### config.mk
export PLATFORM = sky130hd
export DESIGN_NAME = float2int_unit
export DESIGN_NICKNAME = d
export VERILOG_FILES = /design/src/rtl/float2int_unit.sv
export SDC_FILE = /design/constraint.sdc
export NUM_CORES = 1
export LEC_CHECK = 0
export BUFFER_PORTS_ARGS = -buffer_cell sky130_fd_sc_hd__buf_2
export CORE_ASPECT_RATIO = 1.5
export CORE_MARGIN = 1
export CORE_UTILIZATION = 62
export CTS_BUF_LIST = sky130_fd_sc_hd__clkbuf_16
export DETAILED_ROUTE_END_ITERATION = 10
export PLACE_DENSITY = 0.85
export SETUP_SLACK_MARGIN = 0.4
export SLEW_MARGIN = 30
export SYNTH_ARGS = -nofsm -noshare
export SYNTH_HDL_FRONTEND = slang
export SYNTH_SLANG_ARGS = --single-unit
### constraint.sdc
create_clock -name clk -period 4.36 [get_ports clk]
set_input_delay 0.218 -clock clk [delete_from_list [all_inputs] [get_ports clk]]
set_output_delay 0.218 -clock clk [all_outputs]
set_load 0.03 [all_outputs]
### src/rtl/float2int_unit.sv
// float2int_unit: converts IEEE-754 single-precision floats to signed 32-bit
// integers through a four-stage pipeline (classify, align, round/saturate,
// sign apply). Out-of-range values and infinities saturate, and NaN gives
// 32'h8000_0000. Both set the sticky ovf flag when they reach the output.
// Default rounding truncates toward zero. Define FLOAT2INT_ROUND_NEAREST_EN
// to round to nearest, ties to even, using the guard and sticky bits.
module float2int_unit #(
  parameter int DATA_W = 32
) (
  input  logic              clk,
  input  logic              rst,
  input  logic              running,
  input  logic              run,
  input  logic [DATA_W-1:0] in0,
  output logic [DATA_W-1:0] out0,
  output logic              ovf
);

  typedef enum logic [1:0] {
    CLS_NORMAL = 2'd0,
    CLS_ZERO   = 2'd1,
    CLS_NAN    = 2'd2,
    CLS_OVF    = 2'd3
  } cls_e;

  if (DATA_W != 32) begin : g_width_check
    $error("float2int_unit supports only DATA_W = 32");
  end

`ifdef FLOAT2INT_ROUND_NEAREST_EN
  // With rounding, [0.5, 1) still has to reach the rounder.
  localparam logic [7:0] ZERO_EXP_LIMIT = 8'd126;
`else
  localparam logic [7:0] ZERO_EXP_LIMIT = 8'd127;
`endif

  // Stage 1 registers: unpacked operand and its class
  logic        s1_sign_d, s1_sign_q;
  logic [7:0]  s1_exp_d, s1_exp_q;
  logic [22:0] s1_man_d, s1_man_q;
  cls_e        s1_cls_d, s1_cls_q;

  // Stage 2 registers: aligned magnitude
  logic        s2_sign_d, s2_sign_q;
  cls_e        s2_cls_d, s2_cls_q;
  logic [31:0] s2_mag_d, s2_mag_q;
`ifdef FLOAT2INT_ROUND_NEAREST_EN
  logic        s2_guard_d, s2_guard_q;
  logic        s2_sticky_d, s2_sticky_q;
`endif

  // Stage 3 registers: final magnitude plus negate request and error flag
  logic [31:0] s3_mag_d, s3_mag_q;
  logic        s3_neg_d, s3_neg_q;
  logic        s3_flag_d, s3_flag_q;

  // Stage 4 registers: result and sticky overflow
  logic [31:0] out0_d, out0_q;
  logic        ovf_d, ovf_q;

  logic [7:0]  in_exp;
  logic [22:0] in_man;
  cls_e        in_cls;

  logic [23:0] s1_sig;
  logic [31:0] align_mag;
`ifdef FLOAT2INT_ROUND_NEAREST_EN
  logic [47:0] align_wide;
  logic        align_guard;
  logic        align_sticky;
  logic        rnd_inc;
  logic [32:0] rnd_sum;
`endif

  logic [31:0] sat_mag;
  logic        sat_neg;
  logic        sat_flag;

  // Classify the incoming float. NaN is tested first because it shares e = 255 with infinity.
  always_comb begin
    in_exp = in0[30:23];
    in_man = in0[22:0];
    if (in_exp == 8'hFF && in_man != 23'd0) begin
      in_cls = CLS_NAN;
    end else if (in_exp >= 8'd158 && !(in0[31] && in_exp == 8'd158 && in_man == 23'd0)) begin
      in_cls = CLS_OVF;
    end else if (in_exp < ZERO_EXP_LIMIT) begin
      in_cls = CLS_ZERO;
    end else begin
      in_cls = CLS_NORMAL;
    end
  end

  // Stage 1 next state: flush on run, otherwise load while running
  always_comb begin
    s1_sign_d = s1_sign_q;
    s1_exp_d  = s1_exp_q;
    s1_man_d  = s1_man_q;
    s1_cls_d  = s1_cls_q;
    if (run) begin
      s1_sign_d = 1'b0;
      s1_exp_d  = 8'd0;
      s1_man_d  = 23'd0;
      s1_cls_d  = CLS_NORMAL;
    end else if (running) begin
      s1_sign_d = in0[31];
      s1_exp_d  = in_exp;
      s1_man_d  = in_man;
      s1_cls_d  = in_cls;
    end
  end

  // Align the significand so the binary point sits below bit 0 of the magnitude
  always_comb begin
    s1_sig    = {1'b1, s1_man_q};
    align_mag = 32'd0;
`ifdef FLOAT2INT_ROUND_NEAREST_EN
    align_wide   = 48'd0;
    align_guard  = 1'b0;
    align_sticky = 1'b0;
`endif
    if (s1_cls_q == CLS_NORMAL) begin
      if (s1_exp_q >= 8'd150) begin
        align_mag = {8'd0, s1_sig} << (s1_exp_q - 8'd150);
      end else begin
`ifdef FLOAT2INT_ROUND_NEAREST_EN
        align_wide   = {s1_sig, 24'd0} >> (8'd150 - s1_exp_q);
        align_mag    = {8'd0, align_wide[47:24]};
        align_guard  = align_wide[23];
        align_sticky = |align_wide[22:0];
`else
        align_mag = {8'd0, s1_sig >> (8'd150 - s1_exp_q)};
`endif
      end
    end
  end

  // Stage 2 next state
  always_comb begin
    s2_sign_d = s2_sign_q;
    s2_cls_d  = s2_cls_q;
    s2_mag_d  = s2_mag_q;
`ifdef FLOAT2INT_ROUND_NEAREST_EN
    s2_guard_d  = s2_guard_q;
    s2_sticky_d = s2_sticky_q;
`endif
    if (run) begin
      s2_sign_d = 1'b0;
      s2_cls_d  = CLS_NORMAL;
      s2_mag_d  = 32'd0;
`ifdef FLOAT2INT_ROUND_NEAREST_EN
      s2_guard_d  = 1'b0;
      s2_sticky_d = 1'b0;
`endif
    end else if (running) begin
      s2_sign_d = s1_sign_q;
      s2_cls_d  = s1_cls_q;
      s2_mag_d  = align_mag;
`ifdef FLOAT2INT_ROUND_NEAREST_EN
      s2_guard_d  = align_guard;
      s2_sticky_d = align_sticky;
`endif
    end
  end

  // Round (optionally) and substitute saturation values for NaN and overflow classes
  always_comb begin
    sat_mag  = 32'd0;
    sat_neg  = 1'b0;
    sat_flag = 1'b0;
`ifdef FLOAT2INT_ROUND_NEAREST_EN
    rnd_inc = s2_guard_q & (s2_sticky_q | s2_mag_q[0]);
    rnd_sum = {1'b0, s2_mag_q} + {32'd0, rnd_inc};
`endif
    case (s2_cls_q)
      CLS_NAN: begin
        sat_mag  = 32'h8000_0000;
        sat_flag = 1'b1;
      end
      CLS_OVF: begin
        sat_mag  = s2_sign_q ? 32'h8000_0000 : 32'h7FFF_FFFF;
        sat_flag = 1'b1;
      end
      CLS_ZERO: begin
        sat_mag = 32'd0;
      end
      default: begin
`ifdef FLOAT2INT_ROUND_NEAREST_EN
        if (!s2_sign_q && rnd_sum[32:31] != 2'b00) begin
          sat_mag  = 32'h7FFF_FFFF;
          sat_flag = 1'b1;
        end else begin
          sat_mag = rnd_sum[31:0];
          sat_neg = s2_sign_q;
        end
`else
        sat_mag = s2_mag_q;
        sat_neg = s2_sign_q;
`endif
      end
    endcase
  end

  // Stage 3 next state
  always_comb begin
    s3_mag_d  = s3_mag_q;
    s3_neg_d  = s3_neg_q;
    s3_flag_d = s3_flag_q;
    if (run) begin
      s3_mag_d  = 32'd0;
      s3_neg_d  = 1'b0;
      s3_flag_d = 1'b0;
    end else if (running) begin
      s3_mag_d  = sat_mag;
      s3_neg_d  = sat_neg;
      s3_flag_d = sat_flag;
    end
  end

  // Stage 4: apply sign and accumulate the sticky flag. Negating 2^31 naturally yields -2^31.
  always_comb begin
    out0_d = out0_q;
    ovf_d  = ovf_q;
    if (run) begin
      out0_d = 32'd0;
      ovf_d  = 1'b0;
    end else if (running) begin
      out0_d = s3_neg_q ? (~s3_mag_q + 32'd1) : s3_mag_q;
      ovf_d  = ovf_q | s3_flag_q;
    end
  end

  // All pipeline state, cleared asynchronously by the active-low reset
  always_ff @(posedge clk or negedge rst) begin
    if (!rst) begin
      s1_sign_q <= 1'b0;
      s1_exp_q  <= 8'd0;
      s1_man_q  <= 23'd0;
      s1_cls_q  <= CLS_NORMAL;
      s2_sign_q <= 1'b0;
      s2_cls_q  <= CLS_NORMAL;
      s2_mag_q  <= 32'd0;
`ifdef FLOAT2INT_ROUND_NEAREST_EN
      s2_guard_q  <= 1'b0;
      s2_sticky_q <= 1'b0;
`endif
      s3_mag_q  <= 32'd0;
      s3_neg_q  <= 1'b0;
      s3_flag_q <= 1'b0;
      out0_q    <= 32'd0;
      ovf_q     <= 1'b0;
    end else begin
      s1_sign_q <= s1_sign_d;
      s1_exp_q  <= s1_exp_d;
      s1_man_q  <= s1_man_d;
      s1_cls_q  <= s1_cls_d;
      s2_sign_q <= s2_sign_d;
      s2_cls_q  <= s2_cls_d;
      s2_mag_q  <= s2_mag_d;
`ifdef FLOAT2INT_ROUND_NEAREST_EN
      s2_guard_q  <= s2_guard_d;
      s2_sticky_q <= s2_sticky_d;
`endif
      s3_mag_q  <= s3_mag_d;
      s3_neg_q  <= s3_neg_d;
      s3_flag_q <= s3_flag_d;
      out0_q    <= out0_d;
      ovf_q     <= ovf_d;
    end
  end

  assign out0 = out0_q;
  assign ovf  = ovf_q;

endmodule

# Word level (Yosys, flattened, before mapping)
# Index checks and enable logic that the tools add are counted.
[totals]
register_bits = 136
output_inout_bits = 33
in_bits = 36
[op_classes]
muxes = 34
bitwise_logic = 2
addsub = 3
magnitude_cmp = 3
n_eq_ne = 5
shift = 2
reduce_logical = 11
[ops]
columns = ["cell", "count"]
rows = [
  ["$mux W32", 10],
  ["$pmux W32 S3", 1],
  ["$mux W23", 2],
  ["$add A32 B1 Y32 const B", 1],
  ["$not A32 Y32", 1],
  ["$shl A24 B8 Y32", 1],
  ["$shr A24 B8 Y24", 1],
  ["$logic_not A23 Y1", 1],
  ["$reduce_bool A23 Y1", 1],
  ["$eq A8 B8 Y1 const B", 2],
  ["$ge A8 B8 Y1 const B", 2],
  ["$mux W8", 2],
  ["$mux W1", 13],
  ["$mux W2", 6],
  ["$lt A8 B7 Y1 const B", 1],
  ["$sub A8 B8 Y8 const A", 1],
  ["$sub A8 B8 Y8 const B", 1],
  ["$eq A2 B2 Y1 const B", 2],
  ["$logic_and A1 B1 Y1", 4],
  ["$reduce_or A3 Y1", 1],
  ["$eq A2 B1 Y1 const B", 1],
  ["$logic_not A2 Y1", 1],
  ["$reduce_bool A2 Y1", 1],
  ["$reduce_or A2 Y1", 1],
  ["2 further kinds", 2],
]

# Longest topological paths before layout
# Gate-level depths: netlist of the first run.
[logic_depth]
ltp_word = 9
depth_mapped = 14
ltp_nobuf = 8

# Worst setup path before layout of the first run
# No wires, ideal clock.
[synth_path]
kind = "register to register"
start = "reg s1_exp_q[0]"
end = "reg s2_mag_q[5]"
stages_incl_launch_ff = 13
setup_slack_ns = 0.930
t_arrival_ns = 3.305
path_cell_list = "dfrtp_1 -> buf_2 -> buf_2 -> inv_2 -> buf_1 -> ha_1 -> clkbuf_1 -> buf_2 -> buf_2 -> mux4_2 -> mux4_2 -> a32oi_1 -> a21oi_1"
[synth_between]
elab_chain_cells = 6
word_cells_on_any_way = 9
[synth_lines]
columns = ["item", "line", "text"]
rows = [
  ["start, declared", "39", "logic [7:0] s1_exp_d, s1_exp_q;"],
  ["start signal, assigned", "254", "s1_exp_q <= s1_exp_d;"],
  ["$sub A8 B8 Y8 (on tied branches)", "132, 124", ""],
  ["$shr A24 B8 Y24 or $shl A24 B8 Y32 (tied branches)", "132, 124", ""],
  ["$mux W32 *", "123", "if (s1_exp_q >= 8'd150) begin"],
  ["$mux W32 *", "122", "if (s1_cls_q == CLS_NORMAL) begin"],
  ["$mux W32 *", "155", "end else if (running) begin"],
  ["$mux W32 *", "147", "if (run) begin"],
  ["end signal, assigned", "259", "s2_mag_q <= s2_mag_d;"],
  ["end, declared", "46", "logic [31:0] s2_mag_d, s2_mag_q;"],
]
# Every way passes the cells marked *; elsewhere a longest branch is shown, timed or not. The select of a mux whose other input is x is not followed.
# A chain may end at the register's enable or synchronous reset.

# Worst setup path in the final report of the first run
[layout_path]
start = "reg s1_exp_q[0]"
end = "reg s2_mag_q[22]"
# Same word-level chain as after synthesis.

==> run_summary.xml, run 1 <==
<?xml version="1.0" encoding="UTF-8"?>
<metrics>
  <group name="cells_and_area">
    <metric name="layout_commonest_cell" unit="">sky130_fd_sc_hd__nor2_1</metric>
    <metric name="finalNonFillerCells" unit="">1280</metric>
    <metric name="antenna_cells" unit="">0</metric>
    <metric name="area.growth.synth_to_final" unit="%">11.6</metric>
    <metric name="drive_gt1_frac" unit="">0.186</metric>
    <metric name="layout.cells.most_common_list" unit="">sky130_fd_sc_hd__nor2_1, sky130_fd_sc_hd__dfrtp_1, sky130_fd_sc_hd__mux2i_1</metric>
    <metric name="nNetsFinal" unit="">1110</metric>
  </group>
  <group name="route">
    <metric name="ant_nets" unit="">0</metric>
    <metric name="dr_total_vias" unit="">8693</metric>
    <metric name="detail_route.wirelength" unit="µm">28600</metric>
    <metric name="detailedRoute.firstPassIterationCount" unit="">5</metric>
    <metric name="post_drt_via_cell_ratio" unit="">6.79</metric>
    <metric name="remaining_drc_errors" unit="">0</metric>
    <metric name="average_routed_wire_per_standard_cell" unit="µm">22.3</metric>
    <metric name="drt_iter0_drc" unit="">809</metric>
  </group>
  <group name="global_routing">
    <metric name="antenna_found_initial" unit="">0</metric>
    <metric name="number_of_global_route_vias_before_repair" unit="">8486</metric>
    <metric name="wire_length_of_the_first_global_routing_pass" unit="µm">45400</metric>
    <metric name="grt_max_degree" unit="">107</metric>
    <metric name="grt_usage" unit="">0.380</metric>
    <metric name="grt.overflow.total" unit="">0</metric>
  </group>
  <group name="place">
    <metric name="placed_cells_incl_taps" unit="">1247</metric>
    <metric name="place.gp.congestion" unit="">1.00</metric>
    <metric name="io_buffers" unit="">68</metric>
    <metric name="place_hpwl" unit="µm">20000</metric>
  </group>
  <group name="timing">
    <metric name="post-route-min-period" unit="ps">3190</metric>
    <metric name="tightestPinTransition" unit="ps">914</metric>
    <metric name="slew_violations" unit="">0</metric>
    <metric name="setup_viol" unit="">0</metric>
    <metric name="timing.fmax" unit="GHz">0.313</metric>
    <metric name="timing.max_slew.rel_slack" unit="">0.390</metric>
    <metric name="totalNegativeSetupSlack" unit="ps">0</metric>
    <metric name="layout_worst_path_cycle_share" unit="">0.732</metric>
    <metric name="final.setup_skew" unit="ps">18.5</metric>
    <metric name="grt_setup_unrepaired" unit="">false</metric>
    <metric name="hold_viol_final" unit="">0</metric>
  </group>
  <group name="clock_tree">
    <metric name="cts_resized" unit="">0</metric>
    <metric name="cts_root_buf" unit="">sky130_fd_sc_hd__clkbuf_16</metric>
    <metric name="tritoncts" unit="">built</metric>
    <metric name="clock_tree.buffer_depth" unit="">2</metric>
    <metric name="worstSkewPairLatency" unit="ps">440</metric>
    <metric name="cts_num_sinks" unit="">136</metric>
    <metric name="h-tree-depth" unit="">4</metric>
    <metric name="cts.clk_slew.worst_paths" unit="ps">80</metric>
    <metric name="hold_buffers" unit="">1</metric>
    <metric name="cts.repair_timing.setup_buffer_count" unit="">0</metric>
    <metric name="cts_inserted_buffers" unit="">17</metric>
  </group>
  <group name="yosys">
    <metric name="yosys_warnings" unit="">0</metric>
    <metric name="synthArstFlopShare" unit="">1.00</metric>
    <metric name="ys_seq_area_frac" unit="">0.358</metric>
    <metric name="synth-edff-count" unit="">0</metric>
    <metric name="mappedNetlistArea" unit="µm²">9500</metric>
    <metric name="synth.net_count" unit="">1085</metric>
    <metric name="area_contributors_post_synth" unit="">sky130_fd_sc_hd__dfrtp_1, sky130_fd_sc_hd__mux2i_1, sky130_fd_sc_hd__mux4_2</metric>
    <metric name="synthDominantAreaCellType" unit="">sky130_fd_sc_hd__dfrtp_1</metric>
    <metric name="synth_cells" unit="">1044</metric>
    <metric name="ys_dominant_reg_cell" unit="">sky130_fd_sc_hd__dfrtp_1</metric>
    <metric name="syn_avg_cell_area" unit="µm²">9.10</metric>
    <metric name="yosysUniqueCellTypes" unit="">72</metric>
    <metric name="ys_seq_elements" unit="">136</metric>
    <metric name="synth_top_cell_area_share" unit="">0.358</metric>
  </group>
  <group name="power_and_ir_drop">
    <metric name="ir_worst_vdd" unit="µV">284</metric>
    <metric name="power-per-cell-area" unit="nW/µm²">357</metric>
    <metric name="switching_share" unit="">0.319</metric>
    <metric name="intPower" unit="mW">2.58</metric>
    <metric name="p_leak" unit="nW">4.61</metric>
    <metric name="pwr-share-seq" unit="">0.369</metric>
    <metric name="power_switching" unit="mW">1.21</metric>
    <metric name="power_frac_clock" unit="">0.424</metric>
    <metric name="combPwrFrac" unit="">0.207</metric>
  </group>
  <group name="hold_path">
    <metric name="worstHoldPathCells" unit="">3</metric>
    <metric name="holdPathEnd" unit="">s1_exp_q[3]</metric>
    <metric name="hold_start" unit="">in0[26]</metric>
    <metric name="hp-class" unit="">input port to flop</metric>
  </group>
  <group name="worst_setup_path">
    <metric name="path_class" unit="">flop to flop</metric>
    <metric name="timing.reg2reg.setup_slack" unit="ps">1170</metric>
    <metric name="worstRegToRegCells" unit="">8</metric>
    <metric name="crit_arrival" unit="ps">3510</metric>
    <metric name="endpoint_kind" unit="">flop</metric>
    <metric name="crit-reg2reg-launch" unit="">s1_exp_q[0]</metric>
    <metric name="critPathLaunchType" unit="">flop</metric>
    <metric name="worst_r2r_endpoint" unit="">s2_mag_q[22]</metric>
    <metric name="path_max_fanout" unit="">63</metric>
    <metric name="critical_path_data_required_time" unit="ps">4680</metric>
  </group>
  <group name="die">
    <metric name="die_y" unit="µm">154</metric>
    <metric name="initial_utilization" unit="">0.633</metric>
    <metric name="floorplan.die_area" unit="µm²">15800</metric>
    <metric name="rows" unit="">55</metric>
    <metric name="ios" unit="">69</metric>
    <metric name="fp.dieW" unit="µm">103</metric>
    <metric name="floorplan.core_area" unit="µm²">15000</metric>
  </group>
  <group name="job">
    <metric name="maxCapViolCount" unit="">0</metric>
  </group>
  <group name="outcome">
    <metric name="status" unit="">complete, no violations</metric>
  </group>
</metrics>
## worst max-delay path, cell delays in order (launching register included)
cell	delay (ps)
sky130_fd_sc_hd__dfrtp_2	370
sky130_fd_sc_hd__buf_4	610
sky130_fd_sc_hd__ha_1	430
sky130_fd_sc_hd__a21oi_1	210
sky130_fd_sc_hd__xnor2_1	420
sky130_fd_sc_hd__nand3_1	260
sky130_fd_sc_hd__nor2_1	280
sky130_fd_sc_hd__nand2b_1	150
sky130_fd_sc_hd__o311ai_0	320
## registers in the layout, indices dropped and copies added, names as in the netlist
| name | flops |
|---|---|
| s2_sign_q | 1 |
| s1_cls_q | 2 |
| s1_man_q | 23 |
| s1_exp_q | 8 |
| s3_neg_q | 1 |
| s1_sign_q | 1 |
| s3_flag_q | 1 |
| out0 | 32 |
| ovf | 1 |
| s2_cls_q | 2 |
| s2_mag_q | 32 |
| s3_mag_q | 32 |
## metal layers
metal | track usage | up-vias | share of wire
li1 | - | 3937 | -
met1 | 0.428 | 4151 | 0.36
met2 | 0.640 | 454 | 0.50
met3 | 0.0609 | 151 | 0.060
met4 | 0.268 | 0 | 0.077
met5 | 0 | - | 0
## stage by stage
step                      utilization  worst slack, ps  power [mW]  hold slack (ps)  area [µm²]
final                           0.707             1170        3.79             49.4       10600
after global routing            0.707              911        3.92             59.5       10600
after CTS                       0.705             1190        3.77             48.5       10600
after detailed placement        0.662             1260        2.18              377        9930
after global placement          0.662             1150        2.17              374        9930
after floorplan                     -              930        1.94            -77.6        9500
## cells in the mapped netlist (all sizes together), types with 17 or more instances
library cell,count
a211oi,33
a21oi,72
buf,25
clkbuf,64
dfrtp,136
mux2,26
mux2i,84
mux4,30
nand2,72
nand3,17
nor2,144
nor3,56
o21ai,44
xor2,31
## logic make-up after synthesis
logic type / synth area share
simple gates: 0.178
flops: 0.358
compound gates: 0.183
mux: 0.191
fa+ha+maj: 0.00659
buf+inv: 0.0443
xor+xnor: 0.0397
## how the worst max path moves through the flow
| stage | start | to | depth (start not counted) |
|---|---|---|---|
| floorplan | s1_exp_q[0] | s2_mag_q[5] | 12 |
| global placement | s1_exp_q[0] | s2_mag_q[2] | 7 |
| detailed placement | s1_exp_q[0] | s2_mag_q[22] | 8 |
| CTS | s1_exp_q[0] | s2_mag_q[22] | 8 |
| global route | s1_exp_q[0] | s2_mag_q[22] | 8 |
| finish | s1_exp_q[0] | s2_mag_q[22] | 8 |
## power by group through the flow
stage / Clock, mW / Sequential, mW / Combinational [mW]
global route: 1.67 / 1.41 / 0.844
floorplan: 0 / 1.41 / 0.523
global placement: 0 / 1.41 / 0.755
finish: 1.61 / 1.40 / 0.784
detailed placement: 0 / 1.42 / 0.760
CTS: 1.60 / 1.40 / 0.768
## area by class of cell
type	count	area (µm²)
Clock buffer	17	425
Clock inverter	14	210
Fill cell	1194	4400
Inverter	16	60.1
Multi-Input combinational cell	803	5680
Sequential cell	136	3400
Tap cell	199	249
Timing Repair Buffer	95	571
(Power assumes the default switching activity.)
==> inputs of run 2 (changes only) <==
Clock period 4.36 ns to 3.34 ns, I/O delays scaled along.
==> run 2 against run 1 <==
Net effect:
- core utilization grew 0.51 points
- global-route usage shrank 1.3 points
- clock power grew 12%
- hold slack lost 44 ps
- critical path depth shrank 2
- non-clock buffer count grew 12
- power grew 23%
==> run_summary.xml, run 2 (synthesized netlist as in run 1, its figures left out) <==
<?xml version="1.0" encoding="UTF-8"?>
<metrics>
  <group name="timing">
    <metric name="totalNegativeSetupSlack" unit="ps">0</metric>
    <metric name="grt_setup_unrepaired" unit="">false</metric>
    <metric name="hold_viol_final" unit="">0</metric>
    <metric name="layout_worst_path_cycle_share" unit="">0.843</metric>
    <metric name="final.setup_skew" unit="ps">12.6</metric>
    <metric name="timing.max_slew.rel_slack" unit="">0.481</metric>
    <metric name="setup_viol" unit="">0</metric>
    <metric name="finalWorstSetupSlack" unit="ps">524</metric>
    <metric name="timing.fmax" unit="GHz">0.355</metric>
    <metric name="timing.hold.ws" unit="ps">5.60</metric>
    <metric name="slew_violations" unit="">0</metric>
    <metric name="tightestPinTransition" unit="ps">771</metric>
    <metric name="post-route-min-period" unit="ps">2820</metric>
  </group>
  <group name="power_and_ir_drop">
    <metric name="intPower" unit="mW">3.09</metric>
    <metric name="combPwrFrac" unit="">0.225</metric>
    <metric name="power_frac_clock" unit="">0.386</metric>
    <metric name="pwr-share-seq" unit="">0.389</metric>
    <metric name="ir_worst_vdd" unit="µV">299</metric>
    <metric name="power-per-cell-area" unit="nW/µm²">437</metric>
    <metric name="p_leak" unit="nW">4.67</metric>
    <metric name="switching_share" unit="">0.338</metric>
    <metric name="finalPower" unit="mW">4.67</metric>
    <metric name="power_switching" unit="mW">1.58</metric>
  </group>
  <group name="place">
    <metric name="placed_area" unit="µm²">10000</metric>
    <metric name="place.gp.congestion" unit="">0.978</metric>
    <metric name="placed_cells_incl_taps" unit="">1259</metric>
    <metric name="place_hpwl" unit="µm">20000</metric>
    <metric name="worst_setup_slack_post_dpl" unit="ps">508</metric>
    <metric name="io_buffers" unit="">68</metric>
  </group>
  <group name="cells_and_area">
    <metric name="layout.cells.most_common_list" unit="">sky130_fd_sc_hd__nor2_1, sky130_fd_sc_hd__dfrtp_1, sky130_fd_sc_hd__mux2i_1</metric>
    <metric name="fin_util" unit="">0.712</metric>
    <metric name="finish.instance_area" unit="µm²">10700</metric>
    <metric name="nNetsFinal" unit="">1122</metric>
    <metric name="finalNonFillerCells" unit="">1293</metric>
    <metric name="drive_gt1_frac" unit="">0.198</metric>
    <metric name="antenna_cells" unit="">0</metric>
    <metric name="layout_commonest_cell" unit="">sky130_fd_sc_hd__nor2_1</metric>
    <metric name="area.growth.synth_to_final" unit="%">12.4</metric>
  </group>
  <group name="clock_tree">
    <metric name="h-tree-depth" unit="">4</metric>
    <metric name="worstSkewPairLatency" unit="ps">430</metric>
    <metric name="cts_inserted_buffers" unit="">17</metric>
    <metric name="cts.clk_slew.worst_paths" unit="ps">70</metric>
    <metric name="cts_num_sinks" unit="">136</metric>
    <metric name="cts.repair_timing.setup_buffer_count" unit="">0</metric>
    <metric name="clock_tree.buffer_depth" unit="">2</metric>
    <metric name="tritoncts" unit="">built</metric>
    <metric name="cts_root_buf" unit="">sky130_fd_sc_hd__clkbuf_16</metric>
  </group>
  <group name="worst_setup_path">
    <metric name="critical_path_data_required_time" unit="ps">3690</metric>
    <metric name="path_max_fanout" unit="">17</metric>
    <metric name="path_class" unit="">flop to flop</metric>
    <metric name="critical-path-slowest-cell" unit="">sky130_fd_sc_hd__dfrtp_1</metric>
    <metric name="worstPathCellList" unit="">o21ai_0 &gt; xnor2_1 &gt; nand3_1 &gt; or2_1 &gt; nor2_1 &gt; a221o_1</metric>
    <metric name="crit_arrival" unit="ps">3170</metric>
    <metric name="cp_slowest_stage_delay" unit="ps">710</metric>
    <metric name="endpoint_kind" unit="">flop</metric>
    <metric name="critPathLaunchType" unit="">flop</metric>
  </group>
  <group name="job">
    <metric name="maxCapViolCount" unit="">0</metric>
  </group>
  <group name="die">
    <metric name="rows" unit="">55</metric>
    <metric name="initial_utilization" unit="">0.633</metric>
    <metric name="floorplan.die_area" unit="µm²">15800</metric>
    <metric name="floorplan.core_area" unit="µm²">15000</metric>
    <metric name="die_y" unit="µm">154</metric>
    <metric name="ios" unit="">69</metric>
    <metric name="fp.dieW" unit="µm">103</metric>
  </group>
  <group name="route">
    <metric name="detail_route.wirelength" unit="µm">27700</metric>
    <metric name="ant_nets" unit="">0</metric>
    <metric name="drt_iter0_drc" unit="">695</metric>
    <metric name="detailedRoute.firstPassIterationCount" unit="">5</metric>
    <metric name="average_routed_wire_per_standard_cell" unit="µm">21.4</metric>
    <metric name="post_drt_via_cell_ratio" unit="">6.63</metric>
    <metric name="remaining_drc_errors" unit="">0</metric>
    <metric name="dr_total_vias" unit="">8567</metric>
  </group>
  <group name="global_routing">
    <metric name="grt_max_degree" unit="">105</metric>
    <metric name="antenna_found_initial" unit="">0</metric>
    <metric name="number_of_global_route_vias_before_repair" unit="">8259</metric>
    <metric name="grt_usage" unit="">0.367</metric>
    <metric name="wire_length_of_the_first_global_routing_pass" unit="µm">44000</metric>
    <metric name="grt.overflow.total" unit="">0</metric>
  </group>
  <group name="hold_path">
    <metric name="hp-class" unit="">input port to flop</metric>
  </group>
  <group name="outcome">
    <metric name="status" unit="">complete, no violations</metric>
  </group>
</metrics>
run 2: cell count changes in the layout (fill, tap and decap cells not counted), moves of 2 or more:
cell	delta
sky130_fd_sc_hd__bufinv_16	-4
sky130_fd_sc_hd__buf_12	+2
sky130_fd_sc_hd__buf_4	+10
sky130_fd_sc_hd__clkinv_4	+4
run 2: layer usage:
metal	GRT usage	share of wire
met5	0	0
met4	0.223	0.066
met1	0.428	0.38
met2	0.618	0.50
met3	0.0609	0.054
run 2: power by group through the flow:
stage	Combinational, mW	Clock, mW	Sequential (mW)
2_1_floorplan	0.688	0	1.84
3_3_place_gp	1.01	0	1.84
3_5_place_dp	1.02	0	1.84
4_1_cts	1.03	1.82	1.81
5_1_grt	1.13	1.90	1.83
6_report	1.05	1.80	1.82
run 2: critical path: cells and delay by family, from the launching register on:
kind,cells,cell delay [ps]
XOR/XNOR,1,250
AO/OA/AOI/OAI,2,580
AND/OR/NAND/NOR,3,1200
flip-flops,1,710
run 2: worst paths after layout:
kind / startpoint / to / slack (ps) / cells after the start
worst max-delay path: s1_exp_q[4] / s2_mag_q[9] / 520 / 6
max in group asynchronous: rst / s2_mag_q[9] / 2200 / 3
worst max register to register: s1_exp_q[4] / s2_mag_q[9] / 520 / 6
worst min-delay path: in0[3] / s1_man_q[3] / 6 / 3
worst min register to register: s2_mag_q[29] / s2_mag_q[29] / 490 / 2
min in group asynchronous: rst / out0[19] / 290 / 2
run 2: final cells by class:
class | count | area [µm²]
well taps | 199 | 249
clock inverters | 15 | 131
clock buffers | 17 | 425
multi-input cells | 803 | 5710
repair buffers | 107 | 699
fillers | 1208 | 4330
flip-flops and latches | 136 | 3410
inverters | 16 | 60.1
run 2: what timing repair did:
| action | 4_1_cts | 5_1_grt |
|---|---|---|
| endpoints found under the hold margin | 61 | 0 |
| gates resized for setup | 0 | 5 |
| hold buffers | 1 | 0 |
| setup endpoints to repair | 0 | 10 |
